--- src/rtl/tdc_hit_readout_arbiter.sv ---
// Multi-channel TDC hit collector: timestamps captured hits with a free-running
// coarse counter and serialises them onto one valid/ready port, round-robin.
module tdc_hit_readout_arbiter #(
  parameter int unsigned NCH      = 8,
  parameter int unsigned CH_W     = 3,
  parameter int unsigned FINE_W   = 4,
  parameter int unsigned COARSE_W = 16
) (
  input  logic                              clk,
  input  logic                              rst_n,
  input  logic                              enable,
  input  logic [NCH-1:0]                    hit_valid,
  input  logic [NCH*FINE_W-1:0]             hit_fine,
  output logic                              out_valid,
  input  logic                              out_ready,
  output logic [CH_W+COARSE_W+FINE_W-1:0]   out_data,
  output logic                              busy,
  output logic [NCH-1:0]                    overflow,
  input  logic                              clr_ovf
);

  typedef enum logic [1:0] {IDLE, RUN, DRAIN} state_t;

  state_t              state, state_nxt;
  logic [COARSE_W-1:0] coarse;
  logic [NCH-1:0]      pending, capture, lost, grant_vec;
  logic [FINE_W-1:0]   fine_q [NCH];
  logic [COARSE_W-1:0] ts_q   [NCH];
  logic [CH_W-1:0]     rr_ptr, grant_idx, cand;
  logic                grant_any, grant, slot_free;

  always_ff @(posedge clk or negedge rst_n) begin
    if (!rst_n) state <= IDLE;
    else        state <= state_nxt;
  end

  always_comb begin
    state_nxt = state;
    case (state)
      IDLE:    if (enable) state_nxt = RUN;
      RUN:     if (!enable) state_nxt = DRAIN;
      DRAIN:   if (pending == '0 && (!out_valid || out_ready)) state_nxt = IDLE;
      default: state_nxt = IDLE;
    endcase
  end

  assign busy = (state != IDLE);

  always_ff @(posedge clk or negedge rst_n) begin
    if (!rst_n)              coarse <= '0;
    else if (state != IDLE)  coarse <= coarse + 1'b1;
    else if (enable)         coarse <= '0;
  end

  // Round-robin search over the registered pending set starting at rr_ptr.
  always_comb begin
    grant_any = 1'b0;
    grant_idx = '0;
    cand      = '0;
    for (int unsigned k = 0; k < NCH; k++) begin
      cand = CH_W'((32'(rr_ptr) + k) % NCH);
      if (!grant_any && pending[cand]) begin
        grant_any = 1'b1;
        grant_idx = cand;
      end
    end
  end

  assign slot_free = !out_valid || out_ready;
  assign grant     = slot_free && grant_any && (state != IDLE);

  always_comb begin
    grant_vec = '0;
    if (grant) grant_vec[grant_idx] = 1'b1;
  end

  // A channel being granted this cycle frees its slot for a same-cycle hit.
  assign capture = (state == RUN) ? (hit_valid & (~pending | grant_vec)) : '0;
  assign lost    = (state == RUN) ? (hit_valid & pending & ~grant_vec)   : '0;

  always_ff @(posedge clk or negedge rst_n) begin
    if (!rst_n) begin
      pending <= '0;
      for (int unsigned i = 0; i < NCH; i++) begin
        fine_q[i] <= '0;
        ts_q[i]   <= '0;
      end
    end else begin
      pending <= (pending & ~grant_vec) | capture;
      for (int unsigned i = 0; i < NCH; i++) begin
        if (capture[i]) begin
          fine_q[i] <= hit_fine[i*FINE_W +: FINE_W];
          ts_q[i]   <= coarse;
        end
      end
    end
  end

  always_ff @(posedge clk or negedge rst_n) begin
    if (!rst_n)       overflow <= '0;
    else if (clr_ovf) overflow <= lost;
    else              overflow <= overflow | lost;
  end

  always_ff @(posedge clk or negedge rst_n) begin
    if (!rst_n) begin
      out_valid <= 1'b0;
      out_data  <= '0;
      rr_ptr    <= '0;
    end else if (grant) begin
      out_valid <= 1'b1;
      out_data  <= {grant_idx, ts_q[grant_idx], fine_q[grant_idx]};
      rr_ptr    <= (grant_idx == CH_W'(NCH-1)) ? '0 : grant_idx + 1'b1;
    end else if (out_valid && out_ready) begin
      out_valid <= 1'b0;
    end
  end

endmodule

--- config.mk ---
export PLATFORM = sky130hd
export DESIGN_NAME = tdc_hit_readout_arbiter
export DESIGN_NICKNAME = d
export VERILOG_FILES = /design/src/rtl/tdc_hit_readout_arbiter.sv
export SDC_FILE = /design/constraint.sdc
export NUM_CORES = 1
export LEC_CHECK = 0
export CORE_UTILIZATION = 54
export DETAILED_ROUTE_END_ITERATION = 10
export PLACE_DENSITY = 0.73
export SYNTH_ARGS = -nofsm -noshare
export SYNTH_HDL_FRONTEND = slang
export SYNTH_SLANG_ARGS = --single-unit
export TNS_END_PERCENT = 50
--- constraint.sdc ---
create_clock -name clk -period 4.3 [get_ports clk]
set_clock_uncertainty 0.2 [all_clocks]
set_input_delay 0.86 -clock clk [delete_from_list [all_inputs] [get_ports clk]]
set_output_delay 0.86 -clock clk [all_outputs]
set_load 0.02 [all_outputs]
# == After elaboration in Yosys (flattened, before gate mapping) ==
# Cells that the tools add are included.
# classes
add_sub_neg,9
n_lt_le_gt_ge,11
eq_ne,6
mux,53
bitwise_logic,10
n_reduce_logical,27
# ops
operator,count
$mux 16,4
$bmux 16 s3,1
$lt 3x4->1 const B,9
$and 8x8->8,4
$mux 8,4
$mux 3,9
$bmux 1 s3,8
$or 8x8->8,3
$mux 1,19
$add 16x1->16 const B,1
$not 8->8,2
$add 3x3->3 const B,4
$bmux 4 s3,1
$logic_and 1x1->1,12
$logic_not 1->1,8
$logic_not 8->1,1
$mux 4,2
$add 3x1->3 const B,2
$add 3x2->3 const B,2
$mux 2,3
$ne 2x2->1 const B,3
$pmux 2 s3,1
$reduce_bool 2->1,3
$ge 4x4->1 const B,1
other kinds (9),9
# totals
register_bits,221
output_inout_bits,33

# == Depth between registers and ports, before layout ==
# logic_depth
depth_word,34
mapped_depth,17

# == Worst setup path before layout ==
# Ideal clock, no wire load.
# synth_path
kind,reg-to-reg
start,register rr_ptr[1]
end,register fine_q[4] (netlist bit)
setup_ps,125
arrival_time_ps,3754
setup_slack_ps,221
path_stages_with_launch,17
n_path_buf,5
synth_period_minus_slack_ps,4079
path_cell_list,dfrtp_1 buf_2 inv_1 ha_1 buf_6 buf_6 mux4_2 mux2_2 o41ai_2 a32oi_1 a32o_1 and2_4 buf_6 o31ai_4 nand3_2 buf_6 mux2_4
# synth_between
elab_chain_len,32
# synth_lines
item,line_no,rtl
start: declaration,29,"logic [CH_W-1:0] rr_ptr, grant_idx, cand;"
start signal: assignment,113,rr_ptr <= (grant_idx == CH_W'(NCH-1)) ? '0 : grant_idx + 1'b1;
branches (longest 28 deep; another with $add 3x1->3),--,
$mux 8 *,74,if (grant) grant_vec[grant_idx] = 1'b1;
$or 8x8->8 *,78,assign capture = (state == RUN) ? (hit_valid & (~pending | grant_vec)) : '0;
$and 8x8->8 *,78,
$mux 8 *,78,
end signal: indexed assignment,92,fine_q[i] <= hit_fine[i*FINE_W +: FINE_W];
end: declaration,27,logic [FINE_W-1:0] fine_q [NCH];
# Mark *: on every way between the ends. The select of a mux whose other input is x is not followed.
# A chain may end at the register's enable or synchronous reset.

# == Worst setup path after layout ==
# layout_path
start,register rr_ptr[0]
end,register ts_q[110] (netlist bit)
# layout_between
elab_chain_len,32
# layout_lines
item,line_no,rtl
branches (longest 28 deep; another with $add 3x1->3),--,
$mux 8 *,74,
$or 8x8->8 *,78,
$and 8x8->8 *,78,
$mux 8 *,78,
end signal: indexed assignment,93,ts_q[i] <= coarse;
end: declaration,28,logic [COARSE_W-1:0] ts_q [NCH];
# Marks and branches as above.

==> run_results.csv <==
group,metric,value,unit
die,die_y,145,µm
synthesis,synth_area_leaders,"dfrtp_1, mux2_4, mux2_2",
setup_path,path_buf_inv,3,
synthesis,synth_seq_cells,221,
setup_path,slowest_stage,"mux4_1",
clock_network,clkLatencyLatePin,520,ps
placed_design,hpwlAfterDp,15700,µm
die,pin_count,78,
power_and_ir_drop,powerDensity,903,nW/µm²
synthesis,syn_area_per_cell,12.9,µm²
route,drt_pre_antenna_iters,6,
final_layout,final_cells,1203,
synthesis,syn_inst,853,
power_and_ir_drop,power_leakage,0.00603,µW
sta,setup_viol,0,
die,rows,51,
setup_path,path_cells,"buf_4 -> mux4_1 -> a221oi_2 -> a32oi_1 -> nor4_1 -> o21ai_4 -> inv_2 -> nand2_1 -> o21ai_1 -> nand3_1 -> buf_12 -> mux2_2",
synthesis,syn_nets,902,
global_routing,overflow,0,
global_routing,grt_antenna_before_repair,0,
route,ant_nets,0,
die,die-area,21000,µm²
setup_path,crit_required,4490,ps
synthesis,synth_top_area_cell,"dfrtp_1",
setup_path,worstRegToRegCells,12,
power_and_ir_drop,combPwrFrac,0.550,
placed_design,portBuffers,77,
power_and_ir_drop,switching_share,0.422,
sta,rsz0062_at_grt,"no",
power_and_ir_drop,p_sw,4940,µW
route,via_per_inst,6.12,
clock_network,postCtsSetupRepairBufs,0,
clock_network,tritoncts,"done",
clock_network,numCtsBuffers,24,
route,wl,25500,µm
final_layout,layout.nets,970,
route,drtIter0Drc,446,
global_routing,grt_max_degree,111,
setup_path,arrival,4260,ps
synthesis,synth_edf_count,0,
power_and_ir_drop,p_int,6770,µW
global_routing,grt_pass1_wl,41900,µm
clock_network,clkSlewWorstSetupHoldPaths,60,ps
final_layout,diodes,0,
synthesis,netlist_top_cells_count,"dfrtp_1, mux2_2, mux2_4",
placed_design,placed_cells,1160,
synthesis,ys_warn_count,0,
synthesis,synthArstFlopShare,1.00,
sta,fmax,246,MHz
synthesis,synth.cell_area,11000,µm²
clock_network,hold_buffers,0,
route,drc,0,
global_routing,grt_util_all_layers,0.249,
synthesis,yosysUniqueCellTypes,60,
placed_design,place_congestion,0.953,
run_status,outcome,"finished clean",
synthesis,ys.flop_type,"dfrtp_1",
power_and_ir_drop,pwr-share-seq,0.276,
final_layout,syn2layout_area_growth,17.6,%
sta,min_period_over_period,0.947,
setup_path,cp_num_cells,12,
sta,worst-slew-pin-transition,820,ps
setup_path,worstSetupEndpointType,"register",
synthesis,synth.top_cell.area_share,0.501,
synthesis,yosys.cell_count.top_type,"dfrtp_1",
synthesis,yosysSeqAreaShare,0.501,
setup_path,cp-start-kind,"register",
sta,report.final.hold_viol_count,0,
global_routing,grt_pass1_vias,7497,
sta,setup_tns,0,ps
die,start_util,0.559,
clock_network,post_cts_resized,0,
power_and_ir_drop,ir_worst_vdd,0.816,mV
die,die_w,145,µm
power_and_ir_drop,p_clk_frac,0.174,
setup_path,cp_max_fo,20,
setup_path,critPathTopFamily,"compound AO/OA/AOI/OAI gates",
final_layout,drive_above_1_share,0.283,
clock_network,cts_root_buffer,"clkbuf_16",
sta,fin_hold_ws,200,ps
clock_network,htree_levels,1,
sta,slew_headroom,0.453,
run,max-cap-violations,0,
min_path,min_path_type,"input port to asynchronous set/reset pin",
clock_network,clk_path_buf_depth,3,
setup_path,slowest_delay,670,ps
route,wire_per_inst,21.2,µm
setup_path,worstSetupPathType,"register to register",
die,core,19700,µm²
sta,slew_viol_final,0,
route,route.vias.total,7366,
clock_network,clock_sinks,221,
sta,period_needed,4070,ps
-- logic make-up after synthesis --
kind of cell | Yosys count | share of synthesized area
compound gates | 153 | 0.105
simple gates | 134 | 0.0589
buf+inv | 87 | 0.0405
mux | 249 | 0.285
xor+xnor | 5 | 0.00397
fa+ha+maj | 4 | 0.00454
flops | 221 | 0.501
-- cells in the final DEF (no fill, tap or decap), drive strengths merged, types with 15 or more instances in the layout --
cell | synthesis | layout
a21oi | 27 | 27
a221oi | 21 | 21
buf | 38 | 36
clkbuf | 32 | 36
clkdlybuf4s50 | 0 | 76
dfrtp | 221 | 221
inv | 16 | 16
mux2 | 168 | 168
mux2i | 71 | 71
nand2 | 59 | 59
nand3 | 24 | 24
nor2 | 15 | 15
o21ai | 27 | 27
o221ai | 20 | 20
o22a | 20 | 20
-- per-stage QoR --
| step | worst slack (ps) | util | instance area, µm² | total power, µW |
|---|---|---|---|---|
| finish | 228 | 0.658 | 13000 | 11700 |
| floorplan | 221 | - | 11000 | 7620 |
| detailed placement | 119 | 0.617 | 12200 | 9590 |
| global placement | 182 | 0.617 | 12200 | 9470 |
| CTS | 96.6 | 0.657 | 13000 | 11700 |
| global route | 56.0 | 0.658 | 13000 | 12400 |
-- path summary, 6_finish.rpt --
kind	startpoint	to	slack, ps
min in group clk	state[0]	state[1]	270
worst min register to register	state[0]	state[1]	270
max in group asynchronous	rst_n	out_data[22]	2890
worst min-delay path	rst_n	out_data[3]	200
worst max register to register	rr_ptr[0]	ts_q[110]	230
worst max-delay path	rr_ptr[0]	ts_q[110]	230
-- power groups by stage --
stage,combinational [µW],sequential (µW),clock (µW)
after floorplan,4380,3230,0
after global placement,6230,3240,0
after detailed placement,6340,3250,0
after CTS,6380,3230,2080
after global routing,6880,3320,2160
final,6440,3240,2040
-- sequential cells by signal (all words and copies together) (netlist names) --
name and count:
out_data 23, rr_ptr 3, ts_q 128, pending 8, overflow 8, fine_q 32
state 2, coarse 16, out_valid 1
-- final cells by class --
| type | count | area, µm² |
|---|---|---|
| clock inverters | 7 | 101 |
| inverters | 17 | 63.8 |
| well taps | 265 | 332 |
| fillers | 1444 | 6740 |
| multi-input cells | 545 | 5080 |
| flip-flops and latches | 221 | 5530 |
| clock buffers | 36 | 686 |
| repair buffers | 112 | 1180 |
-- layer usage --
| layer | track usage | share of wire | vias to the layer above |
|---|---|---|---|
| li1 | - | - | 3314 |
| met5 | 0 | 0 | - |
| met4 | 0.0564 | 0.018 | 0 |
| met1 | 0.363 | 0.46 | 3795 |
| met3 | 0.0396 | 0.050 | 40 |
| met2 | 0.392 | 0.47 | 217 |
No activity file was read; power rests on OpenSTA's default activity.
==> patch (same flow settings) <==
Put one more register stage on the output `overflow`, cleared by the reset. The value now appears one clock later. The other outputs are not delayed to match.
--- a/src/rtl/tdc_hit_readout_arbiter.sv
+++ b/src/rtl/tdc_hit_readout_arbiter.sv
@@ -20,6 +20,8 @@
 );
 
   typedef enum logic [1:0] {IDLE, RUN, DRAIN} state_t;
+
+  logic [NCH-1:0] overflow_s0;
 
   state_t              state, state_nxt;
   logic [COARSE_W-1:0] coarse;
@@ -97,9 +99,9 @@
   end
 
   always_ff @(posedge clk or negedge rst_n) begin
-    if (!rst_n)       overflow <= '0;
-    else if (clr_ovf) overflow <= lost;
-    else              overflow <= overflow | lost;
+    if (!rst_n)       overflow_s0 <= '0;
+    else if (clr_ovf) overflow_s0 <= lost;
+    else              overflow_s0 <= overflow_s0 | lost;
   end
 
   always_ff @(posedge clk or negedge rst_n) begin
@@ -116,5 +118,13 @@
     end
   end
 
+  always_ff @(posedge clk or negedge rst_n) begin
+    if (!rst_n) begin
+      overflow <= '0;
+    end else begin
+      overflow <= overflow_s0;
+    end
+  end
+
 endmodule
 
Check against the original RTL: not equivalent (a bounded check fails within 4 cycles, from zero or initial values and one cycle with rst_n low).
==> patch against the original RTL <==
  * Design area grew 6.0%
  * Area after synthesis up 2.6%
  * Routed wire length rose by 9.6%
  * Largest power group unchanged
  * Setup slack worse by 0.033 ns
  * Power grew 3.3%
  * Global-route usage up 1.4 points
  * Synthesized cell count grew 8.1%
  * Sequential cell count rose by 8
==> patch: results (changes against the original RTL) <==
The ratio of cells with drive above 1 in the final layout is 0.241 (-0.0414). The worst slack on hold paths is 0.177 ns (-0.0230 ns). The portion of netlist area occupied by mux cells was 0.282 (-0.00334). The number of unique standard cell types used by synthesis came out at 54 (-10%). The layout filler cell count was 1,501 (+3.9%). The average vias per placed instance came out at 5.91 (-3.4%). The standard cell area after detailed placement came out at 0.0127 sq mm (+4.6%). The weighted congestion reported at the end of routability-driven placement came to 0.945 (-0.91%). The path depth of the worst reg2reg path was 14 (+2). In this run the clock root is driven by a sky130_fd_sc_hd__clkbuf_16. The worst voltage drop across the vdd grid came out at 0.746 mV (-8.6%). The final critical path time including I/O delays and setup is 4.10 ns (+0.0331 ns). Among all stages on the critical path, the largest delay is contributed by sky130_fd_sc_hd__ha_1. The run finished with clean final reports. The worst hold path cell count is 0. The number of buffers added by the clock tree synthesis step came out at 25 (+4.2%). The post-detailed-placement half-perimeter wirelength came to 18.4 mm (+17%). The global-route wire length before repair came out at 44.4 mm (+5.8%).

The critical path data arrival time is 4.31 ns (+0.05 ns). The number of optimization iterations in the first detailed-route pass is 4 (-2). The net count after synthesis was 971 (+7.6%). The count of input and output buffers is 77 (unchanged). The area fraction in compound gates after synthesis was 0.0798 (-0.0257). The endpoint of the lowest-slack register-to-register path is ts_q[109]. The global-route total usage across every layer came to 0.264 (+0.0143).

The cell total after placement came out at 1,261 (+8.7%). The violation count after the first detailed-route iteration came out at 434 (-2.7%). The highest net fanout along the worst path is 24 (+20%). The maximum number of pins on one net before global-route repair is 113 (+1.8%). The slack of the worst reg-to-reg path came out at 0.20 ns (-0.03 ns). The post-synthesis adder-cell area fraction was 0.00442 (-0.000116). The transition time of the tightest slew-check pin was 0.838 ns (+0.0183 ns). After synthesis, the most frequently instantiated cells are 229 x sky130_fd_sc_hd__dfrtp_1, 89 x sky130_fd_sc_hd__mux2i_1, 89 x sky130_fd_sc_hd__nand2_1. The detailed-route wire length per cell is 21.3 um (+0.54%). The via count of the first global-routing pass was 7,996 (+6.7%). The final net count is 1,072 (+11%). The average size of a mapped cell came out at 12.3 sq um (-5.0%). The synthesized-area fraction occupied by xor and xnor cells came out at 0.00464 (+0.000672).

The static leakage is 6.50 nW (+7.7%). The worst slack after detailed placement came out at 0.0262 ns (-0.0928 ns). The delay contributed by the slowest stage of the critical path was 0.43 ns (-0.24 ns).
patch: cell type report:
type	instances	area [sq um]	share of cell area
clock buffers	38	754	0.0549
well taps	270	338	0.0246
repair buffers	147	1480	0.107
inverters	22	86.3	0.00628
flip-flops and latches	229	5730	0.417
clock inverters	7	95.1	0.00692
multi-input cells	598	5270	0.383
patch: report_power, final:
part	leakage [nW]	internal, W	switching [W]
combinational	3.08	0.00304	0.00350
clock	0.417	0.00133	0.000853
sequential	3.00	0.00287	0.000506
patch: what timing repair did:
item | in CTS | in global routing
gates resized for setup | 0 | 20
endpoints found under the setup margin | 0 | 172
buffers inserted | 0 | 4
hold buffers | 0 | 0
patch: routing by layer:
metal  global-route usage  vias up  routed length, um
li1                     -     3538                  -
met3               0.0301       58               1300
met2                0.436      220              13300
met1                0.367     3937              12400
met4               0.0802        0                869
met5                    0        -                  0
